**config.mk**
```make
export PLATFORM = sky130hd
export DESIGN_NAME = sprite_plotter
export DESIGN_NICKNAME = d
export VERILOG_FILES = /design/src/rtl/sprite_plotter.sv
export SDC_FILE = /design/constraint.sdc
export NUM_CORES = 1
export LEC_CHECK = 0
export CAP_MARGIN = 10
export CORE_MARGIN = 10
export CORE_UTILIZATION = 60
export CTS_CLUSTER_DIAMETER = 150
export DETAILED_ROUTE_END_ITERATION = 10
export GPL_TIMING_DRIVEN = 1
export PLACE_DENSITY = 0.85
export SLEW_MARGIN = 5
export SYNTH_ARGS = -nofsm -noshare
export SYNTH_HDL_FRONTEND = slang
export SYNTH_SLANG_ARGS = --single-unit
```
**constraint.sdc**
```tcl
create_clock -name clk -period 9.7 [get_ports clk]
set_input_delay 1.94 -clock clk [delete_from_list [all_inputs] [get_ports clk]]
set_output_delay 1.94 -clock clk [all_outputs]
set_load 0.005 [all_outputs]
```
**src/rtl/sprite_plotter.sv**
```systemverilog
// Plots a masked SPRITE_W x SPRITE_H sprite into the VGA adapter, one pixel per cycle,
// optionally erasing the previous sprite in the background colour first.
module sprite_plotter #(
  parameter int unsigned SPRITE_W  = 4,
  parameter int unsigned SPRITE_H  = 4,
  parameter logic [2:0]  BG_COLOUR = 3'b000,
  parameter int unsigned SCREEN_W  = 160,
  parameter int unsigned SCREEN_H  = 120
) (
  input  logic                             clk,
  input  logic                             reset,
  input  logic                             start,
  input  logic [7:0]                       x_in,
  input  logic [6:0]                       y_in,
  input  logic [2:0]                       colour_in,
  input  logic [SPRITE_W*SPRITE_H-1:0]     sprite_mask,
  input  logic                             erase_en,
  output logic                             busy,
  output logic                             done,
  output logic [7:0]                       x,
  output logic [6:0]                       y,
  output logic [2:0]                       colour,
  output logic                             plot
);

  localparam int unsigned N     = SPRITE_W * SPRITE_H;
  localparam int unsigned CNT_W = (N > 1) ? $clog2(N) : 1;
  localparam int unsigned COL_W = 3;
  localparam int unsigned ROW_W = 3;

  typedef enum logic [1:0] {
    S_IDLE,
    S_ERASE,
    S_DRAW,
    S_DONE
  } state_t;

  state_t           state;
  logic [CNT_W-1:0] cnt;
  logic [COL_W-1:0] col;
  logic [ROW_W-1:0] row;

  logic [7:0]       new_x;
  logic [6:0]       new_y;
  logic [2:0]       new_colour;
  logic [N-1:0]     new_mask;

  logic [7:0]       prev_x;
  logic [6:0]       prev_y;
  logic [N-1:0]     prev_mask;
  logic             prev_valid;

  logic [7:0]       org_x;
  logic [6:0]       org_y;
  logic [N-1:0]     pix_mask;
  logic [2:0]       pix_colour;
  logic [8:0]       sum_x;
  logic [7:0]       sum_y;
  logic             pix_plot;
  logic             last_pix;

  // Current pixel address and visibility; erase uses the previous sprite's origin and mask.
  always_comb begin
    org_x      = new_x;
    org_y      = new_y;
    pix_mask   = new_mask;
    pix_colour = new_colour;
    if (state == S_ERASE) begin
      org_x      = prev_x;
      org_y      = prev_y;
      pix_mask   = prev_mask;
      pix_colour = BG_COLOUR;
    end
    sum_x    = 9'(org_x) + 9'(col);
    sum_y    = 8'(org_y) + 8'(row);
    pix_plot = pix_mask[cnt] && (32'(sum_x) < SCREEN_W) && (32'(sum_y) < SCREEN_H);
  end

  assign last_pix = (cnt == CNT_W'(N - 1));

  always_ff @(posedge clk or posedge reset) begin
    if (reset) begin
      state      <= S_IDLE;
      cnt        <= '0;
      col        <= '0;
      row        <= '0;
      new_x      <= '0;
      new_y      <= '0;
      new_colour <= '0;
      new_mask   <= '0;
      prev_x     <= '0;
      prev_y     <= '0;
      prev_mask  <= '0;
      prev_valid <= 1'b0;
      busy       <= 1'b0;
      done       <= 1'b0;
      x          <= '0;
      y          <= '0;
      colour     <= '0;
      plot       <= 1'b0;
    end else begin
      done <= 1'b0;
      plot <= 1'b0;
      case (state)
        S_IDLE: begin
          busy <= 1'b0;
          if (start) begin
            new_x      <= x_in;
            new_y      <= y_in;
            new_colour <= colour_in;
            new_mask   <= sprite_mask;
            cnt        <= '0;
            col        <= '0;
            row        <= '0;
            busy       <= 1'b1;
            state      <= (erase_en && prev_valid) ? S_ERASE : S_DRAW;
          end
        end

        S_ERASE, S_DRAW: begin
          plot   <= pix_plot;
          x      <= sum_x[7:0];
          y      <= sum_y[6:0];
          colour <= pix_colour;
          if (last_pix) begin
            cnt   <= '0;
            col   <= '0;
            row   <= '0;
            state <= (state == S_ERASE) ? S_DRAW : S_DONE;
          end else begin
            cnt <= cnt + CNT_W'(1);
            // Raster order: wrap the column and step the row at the sprite's right edge.
            if (col == COL_W'(SPRITE_W - 1)) begin
              col <= '0;
              row <= row + ROW_W'(1);
            end else begin
              col <= col + COL_W'(1);
            end
          end
        end

        S_DONE: begin
          done       <= 1'b1;
          prev_x     <= new_x;
          prev_y     <= new_y;
          prev_mask  <= new_mask;
          prev_valid <= 1'b1;
          state      <= S_IDLE;
        end

        default: state <= S_IDLE;
      endcase
    end
  end

endmodule

```
==> results.txt, run 1 <==
----------------------------------------------------
[Clocking]
  TritonCTS Buffers ... 9
  CTS clk-pin slew, worst paths ... 0.09 ns
  Clock Sink Count ... 99
  Clock Tree Buf Depth ... 2
  Clock latency at the later pin of the worst-skew pair ... 0.36 ns
  Cts hold-fix bufs ... 0
  Post-CTS setup-driven buffer insertion count ... 0
  Post-cts resize count ... 0
  CTS tree ... built
  Root Driver ... sky130_fd_sc_hd__clkbuf_8
  H-tree depth ... 3

[Floorplan]
  Die X ... 110 um
  Core Region ... 0.00777 mm2
  Total Die Area ... 0.0120 mm2
  Die H ... 110 um
  Starting Density ... 0.622
  Floorplan row count ... 32
  Number of top-level design ports ... 59

[Synthesis]
  Share of synthesized cell area in full adder, half adder and majority cells ... 0.0497
  Net count of the mapped netlist ... 431
  Mean Syn Cell Area ... 12.9 um2
  Number of flip-flops and latches in the synthesized netlist ... 99
  Portion of the post-synthesis area used by sequential elements ... 0.512
  Synth Flop Type ... sky130_fd_sc_hd__dfrtp_1
  Number of enable flip-flop cells after synthesis ... 0
  Cell area after synthesis ... 0.00483 mm2
  Post-synthesis share of cell area spent on and, or, nand and nor gates ... 0.0665
  Number of instances in the synthesized netlist ... 375
  Area share of xor/xnor cells in the synthesized design ... 0.0236
  Post-synth cell types ... 47
  Multiplexer fraction of the synthesized cell area ... 0.252
  Compound-cell area share of the yosys netlist ... 0.0694
  Count of synthesis-stage warnings from yosys ... 0
  Async set-reset flop share out of synthesis ... 1.00
  Main combinational cell family by area after synthesis ... multiplexers

[Worst setup path]
  Type of element launching the critical path ... input port
  Setup slack, reg-to-reg ... 6.32 ns
  Worst EP required ... 9.95 ns
  Worst flop-to-flop path startpoint ... state[1]
  Count of cells along the worst register-to-register path ... 12
  Launch point of the worst path ... start
  Critical Path End ... new_mask[1]
  Largest driver fanout on the critical path ... 25
  Type of element capturing the critical path ... flop
  Worst path arrival time ... 3.69 ns
  Critical path type ... input port to flop
  R2R Path End ... plot

[Place]
  Pre-CTS worst setup slack ... 5.89 ns
  Port Buffers ... 58
  Last weighted congestion value of the routability-driven placer ... 0.821
  Cell total after placement ... 524
  Placed inst area ... 0.00549 mm2
  Total half-perimeter wirelength after legalization and detailed placement ... 6.90 mm

[Power and ir drop]
  Overall power ... 2.04 mW
  Worst VDD drop ... 0.000180 V
  Power density cells ... 360 mW/mm2
  Leakage power figure ... 2.43 nW

[Timing]
  Number of hold violations in the final report ... 0
  Max-Slew Margin vs Limit ... 0.507
  Slew at the pin closest to its max-slew limit ... 0.739 ns
  Tmin final ... 3.44 ns
  Setup TNS after final layout ... 0 ns
  Final setup skew ... 0.00840 ns
  Count of pins over their slew limit ... 0
  Unrepaired setup endpoints after global routing ... no
  Worst setup slack after layout ... 6.26 ns
  Portion of the clock cycle consumed by the worst path in the final layout ... 0.355
  Maximum clock rate ... 0.290 GHz
  Total of endpoints with negative setup slack in the final report ... 0

[Route]
  Wire length after detailed routing ... 9.59 mm
  Length of the first detailed-routing pass in iterations ... 5
  Routed wire length per instance ... 17.8 um
  Vias ... 3109
  DRT iter0 DRCs ... 125
  Via density ... 5.77
  Antenna-violating nets left ... 0
  DRC violation count after routing ... 0

[Layout]
  Total inserted antenna cells ... 0
  Fraction of layout instances using a drive strength above 1 ... 0.275
  Area growth from synthesis to final layout ... 17.4%
  Commonest non-fill, non-tap cell in the layout ... sky130_fd_sc_hd__dfrtp_1
  Commonest cells after routing, fill and taps aside ... 99 x sky130_fd_sc_hd__dfrtp_1, 83 x sky130_fd_sc_hd__mux2_2, 58 x sky130_fd_sc_hd__clkdlybuf4s50_1
  Layout Cells excl Fill ... 539
  Final standard cell area without fillers ... 0.00568 mm2
  Final layout net count ... 489

[GRT]
  Number of global-route vias before repair ... 3280
  Largest net degree at the start of global routing ... 61
  Final global-route overflow total ... 0
  Initial antenna violation count ... 0
  Global-route total usage across every layer ... 0.170
  Global-route wire length before repair ... 16.3 mm

[Min path]
  Type of the most critical hold path ... flop to flop
  Start point of the worst hold path ... prev_valid

[Outcome]
  Outcome ... finished clean

[Run]
  MaxCap Viol Count ... 0

----------------------------------------------------
flip-flops by register name (all words and copies together) (netlist names):
signal,cells
col,3
state,2
new_y,7
y,7
cnt,4
new_x,8
colour,3
prev_valid,1
plot,1
new_mask,16
prev_x,8
done,1
prev_mask,16
new_colour,3
busy,1
x,8
prev_y,7
row,3
stage by stage:
step / hold WS, ns / utilization
global placement: 0.458 / 0.707
floorplan: 0.439 / -
finish: 0.474 / 0.731
global route: 0.517 / 0.731
detailed placement: 0.456 / 0.707
CTS: 0.477 / 0.731
area by class of cell:
type / instances / area, um2
inverter: 8 / 32.5
fill: 537 / 2090
clock buffer: 9 / 124
clock inverter: 6 / 66.3
multi-input combinational: 252 / 2230
tap: 102 / 128
timing repair buffer: 63 / 618
sequential: 99 / 2480
power by group:
group	total [mW]	switching, mW	leakage [nW]	internal [mW]
clock	0.260	0.141	0.0994	0.119
combinational	1.01	0.462	1.14	0.548
sequential	0.775	0.154	1.19	0.620
total	2.04	0.757	2.43	1.29
synthesized netlist by cell type, drive strengths merged, types with 6 or more instances:
master  count  area, um2
nand3      10       50.1
inv         8       30.0
nor2       11       41.3
xnor2       9       78.8
nand2      25       93.8
o21ai      15       75.1
buf        12       82.6
nor3        6       51.3
mux2       83        935
mux2i      17        190
dfrtp      99       2480
a21oi      15       75.1
ha         16        200
worst max-delay path, cell delays in order:
cell and delay (ns):
sky130_fd_sc_hd__clkdlybuf4s50_1 0.46, sky130_fd_sc_hd__nand2_1 0.47, sky130_fd_sc_hd__buf_4 0.42, sky130_fd_sc_hd__mux2_2 0.38
worst min-delay path by stage:
| stage | end | cells after the start |
|---|---|---|
| floorplan | prev_valid | 1 |
| global placement | prev_valid | 1 |
| detailed placement | prev_valid | 1 |
| CTS | prev_valid | 1 |
| global route | prev_valid | 1 |
| finish | prev_valid | 1 |
metal layers:
| layer | part of all wire | vias up | GRT usage |
|---|---|---|---|
| li1 | - | 1459 | - |
| met1 | 0.43 | 1585 | 0.210 |
| met2 | 0.52 | 52 | 0.287 |
| met3 | 0.037 | 13 | 0.0374 |
| met4 | 0.018 | 0 | 0.0586 |
| met5 | 0 | - | 0 |
kinds of logic after synthesis:
| kind of cell | count (synthesis) |
|---|---|
| buf+inv | 24 |
| compound gates | 53 |
| simple gates | 64 |
| fa+ha+maj | 18 |
| xor+xnor | 13 |
| mux | 104 |
| flops | 99 |
Power figures use the tool's default switching activity.
==> run 2: changes to the inputs <==
--- a/config.mk
+++ b/config.mk
@@ -7,11 +7,11 @@
 export LEC_CHECK = 0
 export CAP_MARGIN = 10
 export CORE_MARGIN = 10
-export CORE_UTILIZATION = 60
+export CORE_UTILIZATION = 56
 export CTS_CLUSTER_DIAMETER = 150
 export DETAILED_ROUTE_END_ITERATION = 10
 export GPL_TIMING_DRIVEN = 1
-export PLACE_DENSITY = 0.85
+export PLACE_DENSITY = 0.8
 export SLEW_MARGIN = 5
 export SYNTH_ARGS = -nofsm -noshare
 export SYNTH_HDL_FRONTEND = slang
==> constraint.sdc (replaced) <==
create_clock -name clk -period 3.5 [get_ports clk]
set_input_delay 0.7 -clock clk [delete_from_list [all_inputs] [get_ports clk]]
set_output_delay 0.7 -clock clk [all_outputs]
set_load 0.005 [all_outputs]
==> results.txt, run 2 (synthesized netlist as in run 1, its figures left out) <==
----------------------------------------------------
[Outcome]
  Outcome ... finished clean

[Route]
  DRT iter0 DRCs ... 168
  Length of the first detailed-routing pass in iterations ... 4
  Wire length after detailed routing ... 9.70 mm
  DRC violation count after routing ... 0
  Vias ... 3111
  Routed wire length per instance ... 17.8 um
  Antenna-violating nets left ... 0
  Via density ... 5.70

[Floorplan]
  Total Die Area ... 0.0127 mm2
  Floorplan row count ... 33
  Die H ... 113 um
  Starting Density ... 0.583
  Die X ... 113 um
  Number of top-level design ports ... 59
  Core Region ... 0.00830 mm2

[Clocking]
  Post-cts resize count ... 0
  H-tree depth ... 3
  CTS clk-pin slew, worst paths ... 0.10 ns
  CTS tree ... built
  Clock Sink Count ... 99
  Clock Tree Buf Depth ... 2
  Cts hold-fix bufs ... 0
  Root Driver ... sky130_fd_sc_hd__clkbuf_8
  TritonCTS Buffers ... 9
  Clock latency at the later pin of the worst-skew pair ... 0.37 ns
  Post-CTS setup-driven buffer insertion count ... 0

[Power and ir drop]
  Leakage power figure ... 2.44 nW
  Worst VDD drop ... 0.000510 V
  Power density cells ... 997 mW/mm2

[GRT]
  Initial antenna violation count ... 0
  Global-route wire length before repair ... 16.5 mm
  Met1 track utilization from global routing ... 0.194
  GRT met2 Usage ... 0.255
  Largest net degree at the start of global routing ... 45
  Global-route total usage across every layer ... 0.157
  GRT met3 Usage ... 0.0465
  Most heavily used metal layer in global routing ... met2
  Final global-route overflow total ... 0
  Number of global-route vias before repair ... 3308

[Worst setup path]
  Critical path type ... flop to flop
  Largest driver fanout on the critical path ... 16
  Critical path's top delay family ... compound AO/OA/AOI/OAI gates
  Slowest cell on the critical path ... sky130_fd_sc_hd__dfrtp_1
  Worst EP required ... 3.80 ns
  CP Buf/Inv Count ... 2
  Type of element launching the critical path ... flop
  Cells along the critical path ... inv_1 > ha_2 > buf_4 > mux2_2 > ha_1 > a21oi_1 > nor3_4 > a32oi_1 > nand2_1 > a41o_1 > nor3_2
  Worst path arrival time ... 3.36 ns
  Critical Path Max Stage Delay ... 0.41 ns
  Type of element capturing the critical path ... flop

[Timing]
  Number of hold violations in the final report ... 0
  Setup TNS after final layout ... 0 ns
  Unrepaired setup endpoints after global routing ... no
  Final setup skew ... 0.0129 ns
  Portion of the clock cycle consumed by the worst path in the final layout ... 0.874
  Slew at the pin closest to its max-slew limit ... 0.640 ns
  Maximum clock rate ... 0.327 GHz
  Tightest hold margin ... 0.480 ns
  Total of endpoints with negative setup slack in the final report ... 0
  Tmin final ... 3.06 ns
  Count of pins over their slew limit ... 0
  Max-Slew Margin vs Limit ... 0.574

[Min path]
  Type of the most critical hold path ... flop to flop

[Layout]
  Area growth from synthesis to final layout ... 18.1%
  Commonest cells after routing, fill and taps aside ... 99 x sky130_fd_sc_hd__dfrtp_1, 83 x sky130_fd_sc_hd__mux2_2, 58 x sky130_fd_sc_hd__clkdlybuf4s50_1
  Total inserted antenna cells ... 0
  Commonest non-fill, non-tap cell in the layout ... sky130_fd_sc_hd__dfrtp_1
  Final layout net count ... 492
  Largest registers ... new_mask (16), prev_mask (16)
  Fraction of layout instances using a drive strength above 1 ... 0.279

[Run]
  MaxCap Viol Count ... 0

[Place]
  Port Buffers ... 58
  Total half-perimeter wirelength after legalization and detailed placement ... 7.05 mm
  Last weighted congestion value of the routability-driven placer ... 0.825

----------------------------------------------------
## run 2: changes by cell type in the layout (fill, tap and decap cells not counted), sizes merged
cell	before	now
buf	5	8
clkinv	4	1
inv	9	12
bufinv	1	0
clkbuf	9	10
clkinvlp	0	1
## run 2: worst register-to-register path, stage by stage (launching register included)
cell and delay (ns):
sky130_fd_sc_hd__dfrtp_1 0.41, sky130_fd_sc_hd__inv_1 0.13, sky130_fd_sc_hd__ha_2 0.36, sky130_fd_sc_hd__buf_4 0.33, sky130_fd_sc_hd__mux2_2 0.40, sky130_fd_sc_hd__ha_1 0.30
sky130_fd_sc_hd__a21oi_1 0.40, sky130_fd_sc_hd__nor3_4 0.09, sky130_fd_sc_hd__a32oi_1 0.19, sky130_fd_sc_hd__nand2_1 0.07, sky130_fd_sc_hd__a41o_1 0.23, sky130_fd_sc_hd__nor3_2 0.09
## run 2: per-layer routing
metal,part of all wire,vias to the layer above
li1,-,1471
met1,0.44,1562
met2,0.49,66
met3,0.053,12
met4,0.014,0
met5,0,-
## run 2: final cells by class
class / count / area [um2]
clock buffer: 10 / 128
clock inverter: 6 / 56.3
fill: 630 / 2590
inverter: 8 / 32.5
multi-input combinational: 252 / 2230
sequential: 99 / 2480
tap: 105 / 131
timing repair buffer: 66 / 653
## run 2: path summary, 6_finish.rpt
kind	depth (start not counted)	slack (ns)	end	from
max	11	0.44	plot	state[1]
min	1	0.48	prev_valid	prev_valid
max reg2reg	11	0.44	plot	state[1]
min reg2reg	1	0.48	prev_valid	prev_valid
max in group asynchronous	3	2.14	prev_y[3]	reset
min in group asynchronous	2	0.74	new_mask[5]	reset
## run 2: per-stage QoR
| stage | power (mW) | setup WS, ns | utilization | cells | instance area, um2 |
|---|---|---|---|---|---|
| after floorplan | 4.19 | 0.210 | - | 375 | 4830 |
| after global placement | 4.87 | 0.640 | 0.666 | 530 | 5530 |
| after detailed placement | 5.02 | 0.491 | 0.666 | 530 | 5530 |
| after CTS | 5.74 | 0.462 | 0.688 | 546 | 5710 |
| after global routing | 6.12 | 0.290 | 0.688 | 546 | 5710 |
| final | 5.69 | 0.440 | 0.688 | 546 | 5710 |
## run 2: power breakdown
group / total, mW / internal [mW] / switching, mW
Clock: 0.698 / 0.275 / 0.423
Combinational: 2.84 / 1.54 / 1.30
Sequential: 2.15 / 1.72 / 0.432
